[config.mk]
export PLATFORM = sky130hd
export DESIGN_NAME = mem_port_arbiter
export DESIGN_NICKNAME = d
export VERILOG_FILES = /design/src/rtl/mem_arb_pkg.sv /design/src/rtl/mem_arb_watchdog.sv /design/src/rtl/mem_port_arbiter.sv
export SDC_FILE = /design/constraint.sdc
export NUM_CORES = 1
export LEC_CHECK = 0
export CAP_MARGIN = 20
export CORE_ASPECT_RATIO = 0.5
export CORE_MARGIN = 2
export CORE_UTILIZATION = 43
export CTS_CLUSTER_SIZE = 20
export DETAILED_ROUTE_END_ITERATION = 8
export GPL_TIMING_DRIVEN = 0
export PLACE_DENSITY = 0.87
export SLEW_MARGIN = 20
export SYNTH_ARGS = -nofsm -noshare
export SYNTH_HDL_FRONTEND = slang
export SYNTH_SLANG_ARGS = --single-unit
[constraint.sdc]
create_clock -name clk -period 3.7 [get_ports clk]
set_clock_uncertainty 0.15 [all_clocks]
set_input_delay 0.555 -clock clk [delete_from_list [all_inputs] [get_ports clk]]
set_output_delay 0.555 -clock clk [all_outputs]
set_load 0.02 [all_outputs]
[src/rtl/mem_arb_pkg.sv]
// Shared types and constants for the memory port arbiter.
// Request fields are sized for the widest supported configuration (32-bit address/data).
package mem_arb_pkg;

    localparam int ARB_ADDR_W = 32;
    localparam int ARB_DATA_W = 32;

    localparam logic PORT_FETCH = 1'b0;
    localparam logic PORT_DATA  = 1'b1;

    typedef enum logic [1:0] {
        ARB_IDLE,
        ARB_ACCESS,
        ARB_RESP
    } arb_state_t;

    typedef struct packed {
        logic                  we;
        logic [ARB_ADDR_W-1:0] addr;
        logic [ARB_DATA_W-1:0] wdata;
    } arb_req_t;

endpackage

[src/rtl/mem_arb_watchdog.sv]
// Access watchdog: counts ACCESS cycles and flags the last allowed one.
// TIMEOUT_CYCLES = 0 disables expiry entirely.
module mem_arb_watchdog #(
    parameter int TIMEOUT_CYCLES = 64
) (
    input  logic clk,
    input  logic reset,
    input  logic clear,
    input  logic en,
    output logic expired
);

    localparam int CNT_W = (TIMEOUT_CYCLES > 0) ? $clog2(TIMEOUT_CYCLES + 1) : 1;
    localparam logic [CNT_W-1:0] LIMIT = CNT_W'((TIMEOUT_CYCLES > 0) ? TIMEOUT_CYCLES - 1 : 0);

    logic [CNT_W-1:0] cnt_q, cnt_d;

    always_comb begin
        cnt_d = cnt_q;
        if (clear)
            cnt_d = '0;
        else if (en && cnt_q != LIMIT)
            cnt_d = cnt_q + 1'b1;
    end

    always_ff @(posedge clk) begin
        if (reset)
            cnt_q <= '0;
        else
            cnt_q <= cnt_d;
    end

    assign expired = (TIMEOUT_CYCLES != 0) && en && (cnt_q == LIMIT);

endmodule

[src/rtl/mem_port_arbiter.sv]
// Two-port arbiter (instruction fetch / data) in front of a single memory access unit.
// Define MEM_ARB_ROUND_ROBIN_EN for round-robin tie breaking; otherwise data wins ties.
module mem_port_arbiter
    import mem_arb_pkg::*;
#(
    parameter int ADDR_W         = 32,
    parameter int DATA_W         = 32,
    parameter int TIMEOUT_CYCLES = 64
) (
    input  logic              clk,
    input  logic              reset,
    input  logic              fetch_req,
    input  logic [ADDR_W-1:0] fetch_addr,
    output logic              fetch_done,
    output logic [DATA_W-1:0] fetch_rdata,
    input  logic              data_req,
    input  logic              data_we,
    input  logic [ADDR_W-1:0] data_addr,
    input  logic [DATA_W-1:0] data_wdata,
    output logic              data_done,
    output logic [DATA_W-1:0] data_rdata,
    output logic              rsp_err,
    output logic              busy,
    output logic              memory_read_enable,
    output logic              memory_write_enable,
    output logic [ADDR_W-1:0] memory_address,
    output logic [DATA_W-1:0] memory_write_data,
    input  logic [DATA_W-1:0] memory_read_data,
    input  logic              memory_read_data_valid,
    input  logic              memory_write_done
);

    arb_state_t        state_q, state_d;
    arb_req_t          req_q, req_d;
    logic              port_q, port_d;
    logic [DATA_W-1:0] rdata_q, rdata_d;
    logic              err_q, err_d;
    logic              mem_re_q, mem_re_d;
    logic              mem_we_q, mem_we_d;
    logic              fetch_done_q, fetch_done_d;
    logic              data_done_q, data_done_d;
    logic              winner;
    logic              grant;
    logic              wd_clear;
    logic              wd_expired;
    logic              complete;

    assign grant = (state_q == ARB_IDLE) && (fetch_req || data_req);

`ifdef MEM_ARB_ROUND_ROBIN_EN
    logic last_grant_q, last_grant_d;

    always_comb begin
        if (fetch_req && data_req)
            winner = ~last_grant_q;
        else
            winner = data_req ? PORT_DATA : PORT_FETCH;
        last_grant_d = grant ? winner : last_grant_q;
    end

    always_ff @(posedge clk) begin
        if (reset)
            last_grant_q <= PORT_DATA;
        else
            last_grant_q <= last_grant_d;
    end
`else
    assign winner = data_req ? PORT_DATA : PORT_FETCH;
`endif

    assign complete = req_q.we ? memory_write_done : memory_read_data_valid;

    always_comb begin
        state_d      = state_q;
        req_d        = req_q;
        port_d       = port_q;
        rdata_d      = rdata_q;
        err_d        = err_q;
        mem_re_d     = 1'b0;
        mem_we_d     = 1'b0;
        fetch_done_d = 1'b0;
        data_done_d  = 1'b0;
        wd_clear     = 1'b0;
        case (state_q)
            ARB_IDLE: begin
                if (grant) begin
                    state_d  = ARB_ACCESS;
                    port_d   = winner;
                    wd_clear = 1'b1;
                    if (winner == PORT_DATA) begin
                        req_d.we    = data_we;
                        req_d.addr  = ARB_ADDR_W'(data_addr);
                        req_d.wdata = ARB_DATA_W'(data_wdata);
                    end else begin
                        req_d.we    = 1'b0;
                        req_d.addr  = ARB_ADDR_W'(fetch_addr);
                        req_d.wdata = '0;
                    end
                    mem_re_d = ~req_d.we;
                    mem_we_d = req_d.we;
                end
            end
            ARB_ACCESS: begin
                // A completion on the expiry edge still counts as success.
                if (complete || wd_expired) begin
                    state_d      = ARB_RESP;
                    err_d        = ~complete;
                    rdata_d      = (complete && !req_q.we) ? memory_read_data : '0;
                    fetch_done_d = (port_q == PORT_FETCH);
                    data_done_d  = (port_q == PORT_DATA);
                end else begin
                    mem_re_d = ~req_q.we;
                    mem_we_d = req_q.we;
                end
            end
            ARB_RESP: begin
                state_d = ARB_IDLE;
                err_d   = 1'b0;
                rdata_d = '0;
            end
            default: state_d = ARB_IDLE;
        endcase
    end

    always_ff @(posedge clk) begin
        if (reset) begin
            state_q      <= ARB_IDLE;
            req_q        <= '0;
            port_q       <= PORT_FETCH;
            rdata_q      <= '0;
            err_q        <= 1'b0;
            mem_re_q     <= 1'b0;
            mem_we_q     <= 1'b0;
            fetch_done_q <= 1'b0;
            data_done_q  <= 1'b0;
        end else begin
            state_q      <= state_d;
            req_q        <= req_d;
            port_q       <= port_d;
            rdata_q      <= rdata_d;
            err_q        <= err_d;
            mem_re_q     <= mem_re_d;
            mem_we_q     <= mem_we_d;
            fetch_done_q <= fetch_done_d;
            data_done_q  <= data_done_d;
        end
    end

    mem_arb_watchdog #(
        .TIMEOUT_CYCLES(TIMEOUT_CYCLES)
    ) u_watchdog (
        .clk    (clk),
        .reset  (reset),
        .clear  (wd_clear),
        .en     (state_q == ARB_ACCESS),
        .expired(wd_expired)
    );

    assign busy                = (state_q != ARB_IDLE);
    assign fetch_done          = fetch_done_q;
    assign data_done           = data_done_q;
    assign fetch_rdata         = rdata_q;
    assign data_rdata          = rdata_q;
    assign rsp_err             = err_q;
    assign memory_read_enable  = mem_re_q;
    assign memory_write_enable = mem_we_q;
    assign memory_address      = req_q.addr[ADDR_W-1:0];
    assign memory_write_data   = req_q.wdata[DATA_W-1:0];

endmodule

## After elaboration in Yosys (flattened, before gate mapping)

Index checks and enable logic that the tools add are counted.

- Bits of input ports: 135
- Logic and storage cells: 61
- Register bits after elaboration: 112
- Output and inout bits: 134

- Mux-type cells: 21
- Equal/unequal tests: 6
- Bitwise logic cells: 6
- $add $sub $neg: 1
- Reduce and logical (&&, ||, !) cells: 15

Operator list:

| kind | number |
|---|---|
| 65-bit two-way mux | 3 |
| 32-bit two-way mux | 2 |
| 32-bit one-hot mux with 2 select lines | 1 |
| 1-bit two-way mux | 9 |
| 7-bit by 1-bit adder with 7-bit output, second input constant | 1 |
| 7-bit by 6-bit == test with 1-bit output, second input constant | 1 |
| 7-bit by 6-bit inequality test with 1-bit output, second input constant | 1 |
| 1-bit inverter | 6 |
| 1-bit one-hot mux with 2 select lines | 3 |
| 2-bit AND reduction | 3 |
| 1-bit logical AND | 4 |
| 2-bit two-way mux | 2 |
| 2-bit inequality test, second input constant | 2 |
| 2-bit one-hot mux with 2 select lines | 1 |
| 2-bit nonzero test | 2 |
| 3-bit OR reduction | 1 |
| 2-bit by 1-bit == test with 1-bit output, second input constant | 1 |
| 2-bit == test, second input constant | 1 |
| 2-bit logical NOT | 1 |
| 1-bit logical OR | 2 |
| 2-bit OR reduction | 1 |
| 1-bit logical NOT | 1 |

## Longest topological paths before layout

- Depth after elaboration: 7
- Mapped depth: 7
- Gate-level depth less buffers: 4

## Cells and area by module

From an unflattened synthesis, not the netlist that was laid out.

- Cells, all modules: 580
- Area, all modules: 5271.3 µm²

By module, submodules not included:

| module | times used | seq. area each (µm²) | cells each | area each (µm²) |
|---|---|---|---|---|
| mem_port_arbiter | 1 | 2102.0 | 541 | 4926.0 |
| mem_arb_watchdog | 1 | 140.1 | 39 | 345.3 |

## Worst setup path before layout

Ideal clock, no wire load.

- Kind: input-to-reg
- Start: in data_req
- End: reg req_q (netlist bit memory_write_data[0])
- Path buffers: 3
- Arrival: 1.619 ns
- Library setup time: 0.059 ns
- Data required time: 3.491 ns
- Path slack: 1.873 ns
- Cell stages on the path: 6
- Cell sequence: buf_2 -> or2_1 -> buf_6 -> a21oi_4 -> buf_4 -> a22o_1

- Longest elaborated chain between the ends: 4
- Elaborated cells between the ends (all ways): 7
- Classes of those cells: mux (4); reduce/logical (3)

RTL lines:

| element | line | RTL |
|---|---|---|
| start, declared | mem_port_arbiter.sv:16 | `input logic data_req,` |
| 1-bit two-way mux | mem_port_arbiter.sv:68 | `assign winner = data_req ? PORT_DATA : PORT_FETCH;` |
| 65-bit two-way mux | mem_port_arbiter.sv:90 | `if (winner == PORT_DATA) begin` |
| 65-bit two-way mux | mem_port_arbiter.sv:86 | `if (grant) begin` |
| 65-bit two-way mux | mem_port_arbiter.sv:84 | `case (state_q)` |
| end signal, assigned | mem_port_arbiter.sv:138 | `req_q <= req_d;` |
| end, declared | mem_port_arbiter.sv:34 | `arb_req_t req_q, req_d;` |

Several ways; a longest one is shown, not always the timed one. The select of a mux whose other input is x is not followed.
A chain may end at the register's enable or synchronous reset.

## Worst setup path after layout

- Start: reg state_q[1]
- End: out busy

- Longest elaborated chain between the ends: 1

RTL lines:

| element | line | RTL |
|---|---|---|
| start, declared | mem_port_arbiter.sv:33 | `arb_state_t state_q, state_d;` |
| start signal, assigned | mem_port_arbiter.sv:137 | `state_q <= state_d;` |
| 2-bit nonzero test | mem_port_arbiter.sv:159 | `assign busy = (state_q != ARB_IDLE);` |
| end, declared | mem_port_arbiter.sv:23 | `output logic busy,` |

Every way passes these cells.

==> summary.txt <==
Worst setup path
  • CP delay by family, top: buffers and inverters
  • Setup crit end kind: output pin
  • Max incr delay on CP: 0.64 ns
  • CP Launch Type: flop
  • Crit Path Category: reg2out
  • Crit Path Max Fanout: 9
  • Combined buffer and inverter count along the critical path: 3
  • Critical Path RT: 2.99 ns
  • Worst-path cell chain: buf_2 > nor2_8 > clkinv_1 > clkdlybuf4s50_1
  • CP arrival: 1.97 ns
  • Slowest CP cell: clkdlybuf4s50_1

Yosys
  • Post-synthesis sequential area ratio: 44.65%
  • Yosys top cell area share: 44.65%
  • Ys Warns: 0
  • Main synth FF type: dfxtp_1
  • Synthesized area: 0.005021 mm²
  • Seq cells post-synth: 112
  • Number of synthesized flops with an enable pin: 0
  • Area contributors post-synth: dfxtp_1, buf_4, mux2i_1, a32o_1, a22o_1
  • Ys async rst share: 0%
  • Cells after synthesis: 476
  • Syn nets: 612
  • Synth area leader: dfxtp_1
  • Synth Area per Inst: 10.55 µm²
  • Cell variety after synth: 45

Global route
  • Vias in the first global route: 4671
  • Largest net degree at the start of global routing: 22
  • GRT Util Overall: 23.30%
  • First-pass GRT wire length: 23.21 mm
  • Total gr overflow: 0
  • Antenna violations before repair: 0

STA
  • Sum Neg Setup Slack: 0 ns
  • Crit path time final: 2.671 ns
  • Slew Viols, Final: 0
  • Fin. Hold Viols: 0
  • RSZ-0062 raised after global routing: false
  • Worst-Margin Slew: 0.5612 ns
  • Relative slew slack: 62.59%
  • Fin crit share: 72.19%
  • Final setup viols: 0
  • Setup WS post-layout: 1.029 ns
  • Fmax: 0.3744 GHz

Drt
  • DR DRC count: 0
  • Vias post-DR: 4680
  • Per-cell routed wire length: 16.52 µm
  • Via density per instance: 5.104
  • Detailed Route WL: 15.15 mm
  • Initial DRC count: 254
  • DRT Pass-1 Iters: 4
  • Routed Antenna Nets: 0

Pwr
  • Sw Share: 29.69%
  • Sequential Power Share: 41.2%
  • Int Power: 2334 µW
  • Sw Pwr: 985.5 µW
  • Clock share of power: 29.3%
  • Maximum VDD drop: 245.2 µV
  • Leak: 0.003373 µW
  • Pwr Density: 405.9 mW/mm²
  • Combinational power share: 29.6%

Floorplanning
  • Number of placement rows: 27
  • Initial core utilization: 44.90%
  • I/O Pins: 269
  • Die ar.: 0.01261 mm²
  • Die W: 156.8 µm
  • Placeable Area: 0.01118 mm²
  • Chip Height: 80.41 µm

Clocking
  • Root buffer cell: clkbuf_16
  • Setup Fix Bufs, Post-CTS: 0
  • Htree depth: 3
  • Maximum buffer depth of the clock tree: 2
  • Post-CTS sizing: 0
  • Clk_lat worst skew: 0.35 ns
  • Hold buffers post-CTS: 0
  • Worst-path clk slew: 0.08 ns
  • Num Clock Sinks: 112
  • Total CTS buffers: 9
  • CTS tree: yes

Place
  • Setup WS pre-CTS: 1.403 ns
  • PortBufs: 266
  • Dpl hpwl: 11.80 mm
  • Gp weighted congestion: 0.8115

Final layout
  • Ratio of cells with drive above 1 in the final layout: 19.26%
  • Ant diodes: 0
  • Final nets: 889
  • Area Growth Syn to Fin: 62.87%

Min path
  • Hold WC Path Type: reg2reg

Run status
  • Status: complete, no violations

Job
  • Maxcap violations: 0
==> registers in the layout (all words and copies together), names as in the netlist, 2 cells and up <==
register	count
u_watchdog.cnt_q	7
memory_write_data	32
state_q	2
data_rdata	32
memory_address	32
==> layer usage <==
| layer | share of wire (%) | vias to the layer above | routed length, µm | GRT usage [%] |
|---|---|---|---|---|
| li1 | - | 2230 | - | - |
| met1 | 40 | 2248 | 5998 | 26.91 |
| met2 | 53 | 176 | 7975 | 42.41 |
| met3 | 5.6 | 26 | 851 | 5.289 |
| met4 | 2.1 | 0 | 324 | 8.899 |
| met5 | 0 | - | 0 | 0 |
==> cell type report <==
| class | count | area (µm²) |
|---|---|---|
| Tap cell | 159 | 198.9 |
| Clock inverter | 7 | 70.07 |
| Sequential cell | 112 | 2242 |
| Inverter | 5 | 18.77 |
| Fill cell | 822 | 3004 |
| Buffer | 137 | 963.4 |
| Clock buffer | 9 | 225.2 |
| Multi-Input combinational cell | 222 | 1797 |
| Timing Repair Buffer | 266 | 2663 |
==> worst paths after layout <==
path              startpoint           endpoint  slack, ns  cells past startpoint
setup / recovery  state_q[1]               busy       1.03                      4
hold / removal        port_q         fetch_done       0.30                      1
setup reg to reg  state_q[1]  memory_address[7]       1.69                      6
hold reg to reg       port_q         fetch_done       0.30                      1
==> logic make-up (layout without fill, tap and decap cells) <==
| logic type | after synthesis | after routing | share of synthesized area (%) |
|---|---|---|---|
| flops | 112 | 112 | 44.65 |
| mux | 37 | 37 | 7.401 |
| buf+inv | 142 | 424 | 19.56 |
| fa+ha+maj | 1 | 1 | 0.2492 |
| simple gates | 28 | 28 | 3.539 |
| compound gates | 156 | 156 | 24.60 |
==> power by group through the flow <==
stage	Sequential, µW	Combinational, µW	Clock [µW]
after detailed placement	1390	979	0
after floorplan	1410	514	0
after global routing	1380	1040	1040
after CTS	1370	984	991
after global placement	1390	961	0
final	1370	981	971
==> through the flow <==
step	hold slack (ns)	instance area, µm²	util [%]	cells	power, µW
global route	0.3281	8178	73.13	917	3460
finish	0.2983	8178	73.13	917	3319
floorplan	0.2653	5021	-	476	1920
CTS	0.3027	8178	73.13	917	3342
global placement	0.2917	7883	70.49	901	2349
detailed placement	0.2931	7883	70.49	901	2372
==> cells in the final DEF (no fill, tap or decap), types with 9 or more instances in the layout <==
| cell | Yosys | routed |
|---|---|---|
| a22o_1 | 33 | 33 |
| clkbuf_16 | 0 | 9 |
| buf_2 | 13 | 13 |
| buf_4 | 105 | 105 |
| clkbuf_1 | 9 | 9 |
| mux2i_1 | 36 | 36 |
| a32o_1 | 33 | 33 |
| clkdlybuf4s50_1 | 0 | 266 |
| a21oi_1 | 34 | 34 |
| dfxtp_1 | 112 | 112 |
| a211oi_1 | 34 | 34 |
==> synth_stat cells, types with 4 or more instances <==
| cell type | n |
|---|---|
| inv_1 | 4 |
| o21ai_0 | 4 |
| a22o_1 | 33 |
| buf_1 | 4 |
| clkbuf_1 | 9 |
| mux2i_1 | 36 |
| buf_2 | 13 |
| a21oi_1 | 34 |
| a32o_1 | 33 |
| a211oi_1 | 34 |
| nor2_1 | 5 |
| o211ai_1 | 4 |
| dfxtp_1 | 112 |
| nand2_1 | 4 |
| buf_6 | 5 |
| buf_4 | 105 |
==> worst reg2reg max path: stages, from the launching register on <==
cell	delay, ns
dfxtp_1	0.31
buf_2	0.19
nor2_8	0.22
clkinv_1	0.26
nor2_2	0.39
buf_4	0.25
a211oi_1	0.10
Power figures use the tool's default switching activity.
